==> config.mk <==
export PLATFORM = sky130hd
export DESIGN_NAME = mux_rr
export DESIGN_NICKNAME = d
export VERILOG_FILES = /design/src/rtl/mux_rr.sv
export SDC_FILE = /design/constraint.sdc
export NUM_CORES = 1
export LEC_CHECK = 0
export CORE_MARGIN = 2
export CORE_UTILIZATION = 29
export CTS_CLUSTER_DIAMETER = 120
export DETAILED_ROUTE_END_ITERATION = 10
export PLACE_DENSITY = 0.77
export SLEW_MARGIN = 20
export SYNTH_ARGS = -nofsm -noshare
export SYNTH_HDL_FRONTEND = slang
export SYNTH_SLANG_ARGS = --single-unit
==> constraint.sdc <==
create_clock -name clk -period 1.3 [get_ports clk]
set_clock_uncertainty 0.15 [all_clocks]
set_input_delay 0.26 -clock clk [delete_from_list [all_inputs] [get_ports clk]]
set_output_delay 0.26 -clock clk [all_outputs]
set_load 0.02 [all_outputs]
==> src/rtl/mux_rr.sv <==
// Registered N-channel multiplexer with valid/ready handshake, fixed-select or round-robin grant.
// Build option: define MUX_RR_EN to build the round-robin pointer and search; otherwise mode is ignored.
module mux_rr #(
    parameter int WIDTH    = 4,
    parameter int CHANNELS = 4,
    parameter int SEL_W    = 2
) (
    input  logic                      clk,
    input  logic                      reset_a,
    input  logic [CHANNELS*WIDTH-1:0] mux_in,
    input  logic [CHANNELS-1:0]       in_valid,
    output logic [CHANNELS-1:0]       in_ready,
    input  logic                      mode,
    input  logic [SEL_W-1:0]          mux_sel,
    output logic [WIDTH-1:0]          mux_out,
    output logic                      out_valid,
    input  logic                      out_ready,
    output logic [SEL_W-1:0]          out_ch
);

    typedef enum logic {StEmpty, StFull} state_t;

    state_t           state, state_next;
    logic             load_ok;
    logic             xfer;
    logic             fix_vld;
    logic             grant_vld;
    logic [SEL_W-1:0] grant_idx;
    logic [WIDTH-1:0] grant_data;

    assign out_valid = (state == StFull);
    assign load_ok   = !out_valid || out_ready;

    // Out-of-range selects are short-circuited before in_valid is indexed.
    assign fix_vld = (int'(mux_sel) < CHANNELS) && in_valid[mux_sel];

`ifdef MUX_RR_EN
    logic [SEL_W-1:0] ptr;
    logic [SEL_W-1:0] rr_idx;
    logic [SEL_W-1:0] cand;
    logic             rr_vld;

    always_comb begin
        rr_vld = 1'b0;
        rr_idx = '0;
        cand   = '0;
        for (int k = 1; k <= CHANNELS; k++) begin
            cand = SEL_W'((int'(ptr) + k) % CHANNELS);
            if (!rr_vld && in_valid[cand]) begin
                rr_vld = 1'b1;
                rr_idx = cand;
            end
        end
    end

    // ptr starts at the last channel so channel 0 wins first after reset.
    always_ff @(posedge clk or posedge reset_a) begin
        if (reset_a) begin
            ptr <= SEL_W'(CHANNELS - 1);
        end else if (xfer && mode) begin
            ptr <= grant_idx;
        end
    end

    always_comb begin
        grant_vld = fix_vld;
        grant_idx = mux_sel;
        if (mode) begin
            grant_vld = rr_vld;
            grant_idx = rr_idx;
        end
    end
`else
    logic unused_mode;
    assign unused_mode = mode;

    always_comb begin
        grant_vld = fix_vld;
        grant_idx = mux_sel;
    end
`endif

    assign xfer = grant_vld && load_ok;

    always_comb begin
        in_ready   = '0;
        grant_data = '0;
        for (int i = 0; i < CHANNELS; i++) begin
            if (int'(grant_idx) == i) begin
                in_ready[i] = xfer;
                grant_data  = mux_in[i*WIDTH +: WIDTH];
            end
        end
    end

    always_comb begin
        state_next = state;
        unique case (state)
            StEmpty: if (xfer) state_next = StFull;
            StFull:  if (!xfer && out_ready) state_next = StEmpty;
            default: state_next = StEmpty;
        endcase
    end

    always_ff @(posedge clk or posedge reset_a) begin
        if (reset_a) begin
            state <= StEmpty;
        end else begin
            state <= state_next;
        end
    end

    // Data and channel index hold their last values after a drain.
    always_ff @(posedge clk or posedge reset_a) begin
        if (reset_a) begin
            mux_out <= '0;
            out_ch  <= '0;
        end else if (xfer) begin
            mux_out <= grant_data;
            out_ch  <= grant_idx;
        end
    end

endmodule

* Word level (Yosys, flattened, before mapping)
Index checks and enable logic that the tools add are counted.
** Storage, ports and cells
- Register bits :: 7
- Bits in latches :: 0
- Memory bits (writable) :: 0
- ROM bits :: 0
- Output and inout bits :: 11
- Word-level logic and storage cells :: 27
- Memories :: 0
** Operators by class
- $add $sub $neg :: 0
- $mul :: 0
- Div/mod/pow operators :: 0
- $lt $le $gt $ge :: 1
- Equal/unequal tests :: 3
- Shift-type cells :: 0
- Multiplexer cells :: 13
- Bitwise logic cells :: 1
- Reduce and logical (&&, ||, !) cells :: 6
** Operator list (number)
- 4-bit 2-to-1 mux :: 4
- 1-bit 2-to-1 mux :: 7
- 2-bit == test, second input constant :: 2
- 2-bit by 3-bit less-than comparator with 1-bit output, second input constant :: 1
- 1-bit binary-select mux with 2-bit select :: 1
- 2-bit by 1-bit == test with 1-bit output, second input constant :: 1
- 1-bit logical AND :: 2
- 1-bit logical NOT :: 2
- 2-bit logical NOT :: 1
- 1-bit one-hot mux with 2 select lines :: 1
- 1-bit logical OR :: 1
- 1-bit NOT :: 1

* Depth between registers and ports, before layout
Gate-level depths: netlist (run 1).
- Depth after elaboration :: 7
- Gate-level depth with buffers :: 5
- Mapped depth without buffers :: 4

* Least setup slack after synthesis (run 1)
No wires, ideal clock.
- Path type :: input -> register
- From :: in mux_sel[0]
- To :: reg mux_out[0]
- Library setup time :: 0.125 ns
- Data arrival time :: 1.311 ns
- Required time :: 1.025 ns
- Slack :: -0.286 ns
- Cell stages on the path :: 5
- Path buffers :: 1
- Cells stage by stage :: buf_6 > mux2_4 > nand3_2 > nor2b_4 > mux2_4
** On the way
- Longest elaborated chain between the ends :: 5
** RTL lines
- start, declared :: RTL line 14 : input logic [SEL_W-1:0] mux_sel,
- 2-bit logical NOT :: RTL line 89 : if (int'(grant_idx) == i) begin
- 4-bit 2-to-1 mux (4 in a row) :: RTL line 89
- end signal, assigned :: RTL line 119 : mux_out <= grant_data;
- end, declared :: RTL line 15 : output logic [WIDTH-1:0] mux_out,
Several ways; a longest one is shown, not always the timed one. The select of a mux whose other input is x is not followed.
A chain may end at the register's enable or synchronous reset.

* Final worst setup path (run 1)
- From :: reg state (netlist: out_valid)
- To :: out in_ready[1]
** On the way
- Longest elaborated chain between the ends :: 4
** RTL lines
- start, declared :: RTL line 23 : state_t state, state_next;
- start signal, assigned :: RTL line 107 : state <= StEmpty;
- start signal, assigned :: RTL line 109 : state <= state_next;
- 1-bit logical NOT :: RTL line 32 : assign load_ok = !out_valid || out_ready;
- 1-bit logical OR :: RTL line 32
- 1-bit logical AND :: RTL line 83 : assign xfer = grant_vld && load_ok;
- 1-bit 2-to-1 mux :: RTL line 89
- end, declared :: RTL line 12 : output logic [CHANNELS-1:0] in_ready,
Every way passes these cells.

==> impl_metrics.ini, run 1 <==
[detailed_routing]
routed_via_density = 4.70
vias = 451
avgRoutedWirePerCell_um = 12.3
drtAntennaViolNets = 0
drt-total-wl_um = 1180
post-route-drc-count = 0
drt_iter0_drc = 5
first_pass_iters = 4

[die]
dieWidth_um = 45.3
dieArea_mm2 = 0.00205
num_rows = 14
dieHeight_um = 45.3
io_pins = 37
core_mm2 = 0.00156
start_util_pct = 31.7

[cts]
clock_latency_ns = 0.25
root_buffer = clkbuf_4
hold_buffers = 0
tritoncts = built
numCtsBuffers = 3
clkSinkCount = 7
clk_pin_slew_ns = 0.06
cts_max_level = 1
clock_path_buffers = 2

[timing]
tightest_slew_ns = 0.249
hold_slack_ns = 0.0644
rsz0062_at_grt = true
post-route-min-period_ns = 1.63
slew_viol_final = 0
max_freq_ghz = 0.613
max-slew-margin-rel_pct = 83.1
fin_ws_ns = -0.332
final-hold-violation-count = 0
setup_viol = 10
fin_crit_sh_pct = 126

[global_route]
grt_pass1_vias = 395
antenna_found_initial = 0
grt_pass1_wl_um = 1750
grt.total_usage_pct = 12.8
grt_overflow = 0
grt_max_degree = 9

[worst_hold_path]
hold_class = primary input to asynchronous set/reset pin

[worst_setup_path]
r2r-start = out_valid
slowest_delay_ns = 0.40
cp.depth = 4
arrival_ns = 1.22
crit_type = flip-flop to output port
critPathRequiredTime_ns = 0.89
critPathLaunch = out_valid
path_max_fanout = 3
cpLargestDelayFamily = simple AND/OR/NAND/NOR gates
cp-start-kind = flip-flop
r2r_cells = 6
slowest_stage = dfrtp_1
crit_path_end_kind = output port
crit_chain = nand2b_4 > nor3b_4 > and2_4 > buf_6
timing.critical_path.buf_inv = 1

[synthesis]
synth-xor-area-share_pct = 0
synth_compound_area_share_pct = 2.03
syn_area_um2 = 494
yosys.area_share.simple_pct = 15.7
synth_top_family_by_area = multiplexers
synth_cells = 35
yosysUniqueCellTypes = 16
ys_warn_count = 0
synth.avg_cell_area_um2 = 14.1
synth-adder-area-share_pct = 0
synth_fp_nets = 61
ys_ff_latch = 7
seq_area_frac_synth_pct = 35.4
synthMuxAreaShare_pct = 41.5

[cells_and_area]
utilization_pct = 60.0
antenna_cells = 0
finalNetCount = 107
area_growth_pct = 89.1
fin_area_um2 = 935
drive_gt1_share_pct = 47.5
fillers = 122
final_cells = 96

[placement]
post_dp_cell_area_um2 = 893
port_buffers = 35
gp_congestion = 0.736
placed_cells = 90
dp_hpwl_um = 929

[power]
leakagePower_nw = 0.458
finalPower_mw = 0.894
power_density_mw_per_mm2 = 957
irDropWorstVdd_uv = 424

[status]
status = complete, but fails checks
violations = negative setup slack

[flow_run]
maxCapViolations = 0
==> registers in the layout, indices dropped and copies added (netlist names) <==
name / cells
out_ch: 2
out_valid: 1
mux_out: 4
==> worst reg2reg max path, delay by kind of cell, from the launching register on <==
kind                   cells  cell delay [ns]
muxes                      1             0.32
buffers and inverters      2             0.25
and+or+nand+nor            3             0.40
DFF                        1             0.38
==> path summary, 6_finish.rpt <==
path                                to  slack [ns]
max                        in_ready[1]       -0.33
min                         mux_out[3]        0.06
max reg2reg                 mux_out[0]       -0.30
min reg2reg                  out_ch[0]        0.37
max in group asynchronous    out_valid        0.72
min in group clk             out_valid        0.33
==> cell usage in the layout, fill, tap and decap left out, drive strengths merged, types with 2 or more instances in the layout <==
master / count
nor2: 2
dfrtp: 7
dlygate4sd2: 7
clkdlybuf4s50: 17
clkbuf: 3
o21ai: 2
mux4: 4
buf: 18
and2: 2
inv: 4
nand2: 2
mux2: 6
==> synthesized netlist by cell type <==
master    n  area (µm²)
o21ai_1   1        5.00
nand2b_1  1        6.26
nand3_2   1        10.0
inv_1     4        15.0
o21ai_0   1        5.00
nand2_1   2        7.51
mux4_1    4         105
and2_2    1        7.51
nor2_1    2        7.51
mux2_4    6        90.1
buf_6     1        11.3
mux2i_1   1        10.0
and2_1    1        6.26
dfrtp_1   7         175
nor3b_4   1        18.8
nor2b_4   1        13.8
==> logic make-up (layout without fill, tap and decap cells) <==
logic type | after synthesis | in the layout
AOI/OAI and AO/OA | 2 | 2
buffers and inverters | 5 | 50
DFF | 7 | 7
muxes | 11 | 11
and+or+nand+nor | 10 | 10
==> layer usage <==
layer,vias to the layer above,share of wire (%),GRT usage [%]
met5,-,0,0
met4,0,1.4,7.06
met3,2,11,6.80
met2,30,51,18.9
met1,201,36,14.9
li1,218,-,-
==> final cells by class <==
class                           count  area (µm²)  share of cell area [%]
Multi-Input combinational cell     23         329                    35.2
Tap cell                           16        20.0                    2.14
Sequential cell                     7         175                    18.7
Inverter                            4        15.0                    1.61
Clock inverter                      1        5.00                   0.535
Timing Repair Buffer               42         368                    39.4
Clock buffer                        3        22.5                    2.41
==> stage by stage <==
step | TNS [ns] | setup WS [ns]
floorplan | -1.88 | -0.265
global placement | -10.20 | -1.04
detailed placement | -10.68 | -1.08
CTS | -2.77 | -0.339
global route | -3.36 | -0.387
finish | -2.83 | -0.332
==> timing repair <==
item                                    in CTS  in global routing
buffers inserted                             3                  0
pin swaps                                    3                  1
endpoints found under the setup margin      18                 11
gates resized for setup                     63                  5
==> report_power, final <==
group          switching, mW  internal [mW]  total [mW]
logic                  0.169          0.222       0.391
clock network         0.0903          0.113       0.203
registers             0.0314          0.268       0.300
total                  0.291          0.603       0.894
Note: power is estimated with default switching activity, not from simulation.
==> run 2: changes to the inputs <==
==> constraint.sdc (replaced) <==
create_clock -name clk -period 1.3 [get_ports clk]
set_clock_uncertainty 0.15 [all_clocks]
set_input_delay 0.195 -clock clk [delete_from_list [all_inputs] [get_ports clk]]
set_output_delay 0.195 -clock clk [all_outputs]
set_load 0.02 [all_outputs]
==> run 2 against run 1 <==
The flow still finishes with violations (negative setup slack); design area up 0.94%; first-iteration DRC count down 60%; utilization up 0.56 points; combinational power up 3%; count of clock-buffer cells in the layout up 1; sequential power about the same; maximum frequency up 3.0%; critical path depth unchanged.
==> impl_metrics.ini, run 2 (same netlist as run 1, synthesis figures left out) <==
[timing]
tightest_slew_ns = 0.277
max_freq_ghz = 0.631
hold_slack_ns = 0.0110
finalSetupTns_ns = -2.18
slew_viol_final = 0
fin_crit_sh_pct = 122
fin_ws_ns = -0.285
setup_viol = 10
max-slew-margin-rel_pct = 81.1
post-route-min-period_ns = 1.59
rsz0062_at_grt = true
final-hold-violation-count = 0

[worst_setup_path]
arrival_ns = 1.24
crit_chain = nand2b_4 > nor3b_4 > and2_4 > buf_6
timing.critical_path.buf_inv = 1
slowest_stage = dfrtp_2
crit_path_end_kind = output port
cpLargestDelayFamily = simple AND/OR/NAND/NOR gates
slowest_delay_ns = 0.41
crit_type = flip-flop to output port
critPathRequiredTime_ns = 0.95
path_max_fanout = 3
cp-start-kind = flip-flop

[die]
num_rows = 14
dieWidth_um = 45.3
core_mm2 = 0.00156
start_util_pct = 31.7
dieArea_mm2 = 0.00205
dieHeight_um = 45.3
io_pins = 37

[cells_and_area]
drive_gt1_share_pct = 40.5
area_growth_pct = 90.9
finalNetCount = 106
final_common_cell = clkdlybuf4s50_1
utilization_pct = 60.5
largest-register = mux_out
largest_reg_flops = 4
final_cell_mix = clkdlybuf4s50_1, dlygate4sd2_1, mux2_4, dfrtp_1
fin_area_um2 = 943
antenna_cells = 0

[power]
power.switching_mw = 0.277
power_density_mw_per_mm2 = 952
power.share.combinational_pct = 44.9
p_seq_share_pct = 33.6
irDropWorstVdd_uv = 462
clockPowerShare_pct = 21.5
leakagePower_nw = 0.449
netSwitchingFraction_pct = 30.9
internal_power_mw = 0.621

[cts]
clkSinkCount = 7
clk_pin_slew_ns = 0.05
tritoncts = built
hold_buffers = 0
numCtsBuffers = 3
cts_max_level = 1
root_buffer = clkbuf_4
clock_path_buffers = 2
clock_latency_ns = 0.25

[detailed_routing]
routed_via_density = 4.73
drt_iter0_drc = 2
drt-total-wl_um = 1200
vias = 449
avgRoutedWirePerCell_um = 12.6
post-route-drc-count = 0
first_pass_iters = 2
drtAntennaViolNets = 0

[placement]
port_buffers = 35
post_dp_cell_area_um2 = 895
gp_congestion = 0.679

[global_route]
grt_pass1_vias = 492
antenna_found_initial = 0
grt_pass1_wl_um = 1920
grt_max_degree = 9
grt.total_usage_pct = 13.6
grt_overflow = 0

[status]
status = complete, but fails checks
violations = negative setup slack

[worst_hold_path]
hold_class = primary input to asynchronous set/reset pin

[flow_run]
maxCapViolations = 0
-- run 2: metrics by stage --
step	std cells	total power [mW]	setup slack, ns
after CTS	95	0.911	-0.314
after floorplan	35	0.511	-0.200
final	95	0.898	-0.285
after detailed placement	90	0.726	-0.920
after global routing	95	0.942	-0.356
after global placement	90	0.724	-0.922
-- run 2: layout make-up --
cell class,count,area (µm²)
fill,118,616
tap,16,20.0
multi-input combinational,23,319
clock buffer,4,26.3
timing repair buffer,41,387
inverter,4,15.0
sequential,7,176
-- run 2: path summary, 6_finish.rpt --
path / startpoint / end / slack, ns / cells past startpoint
worst max register to register: out_valid / mux_out[3] / -0.23 / 5
max in group asynchronous: reset_a / out_valid / 0.78 / 2
worst max-delay path: out_valid / in_ready[1] / -0.29 / 4
worst min-delay path: reset_a / out_ch[0] / 0.01 / 2
min in group clk: out_ready / out_valid / 0.30 / 4
worst min register to register: out_ch[1] / out_ch[1] / 0.38 / 2
-- run 2: worst register-to-register path, stage by stage (launching register included) --
cell and delay [ns]:
dfrtp_2 0.37, nand2b_4 0.06, buf_4 0.14, nand3_4 0.10
nor2b_4 0.27, mux2_4 0.33
-- run 2: power by group through the flow --
stage	Clock, mW	Sequential (mW)	Combinational (mW)
6_report	0.193	0.302	0.403
5_1_grt	0.207	0.309	0.426
4_1_cts	0.202	0.302	0.406
3_5_place_dp	0	0.304	0.423
3_3_place_gp	0	0.302	0.422
2_1_floorplan	0	0.361	0.150
-- run 2: metal layers --
metal	GRT usage, %	up-vias	share of wire [%]
met5	0	-	0
met4	10.6	0	1.2
met3	4.00	2	10
met2	23.4	29	53
met1	13.4	205	35
li1	-	213	-
-- run 2: timing repair --
item,in CTS,in global routing
endpoints found under the setup margin,18,12
pin swaps,3,2
resized for setup,50,6
buffers inserted,2,0
==> run 3: changes to the inputs <==
--- a/config.mk
+++ b/config.mk
@@ -5,6 +5,7 @@
 export SDC_FILE = /design/constraint.sdc
 export NUM_CORES = 1
 export LEC_CHECK = 0
+export CAP_MARGIN = 20
 export CORE_MARGIN = 2
 export CORE_UTILIZATION = 29
 export CTS_CLUSTER_DIAMETER = 120
==> results of run 3 <==
Same layout as run 2: the final DEF is identical, and so are final timing and power.
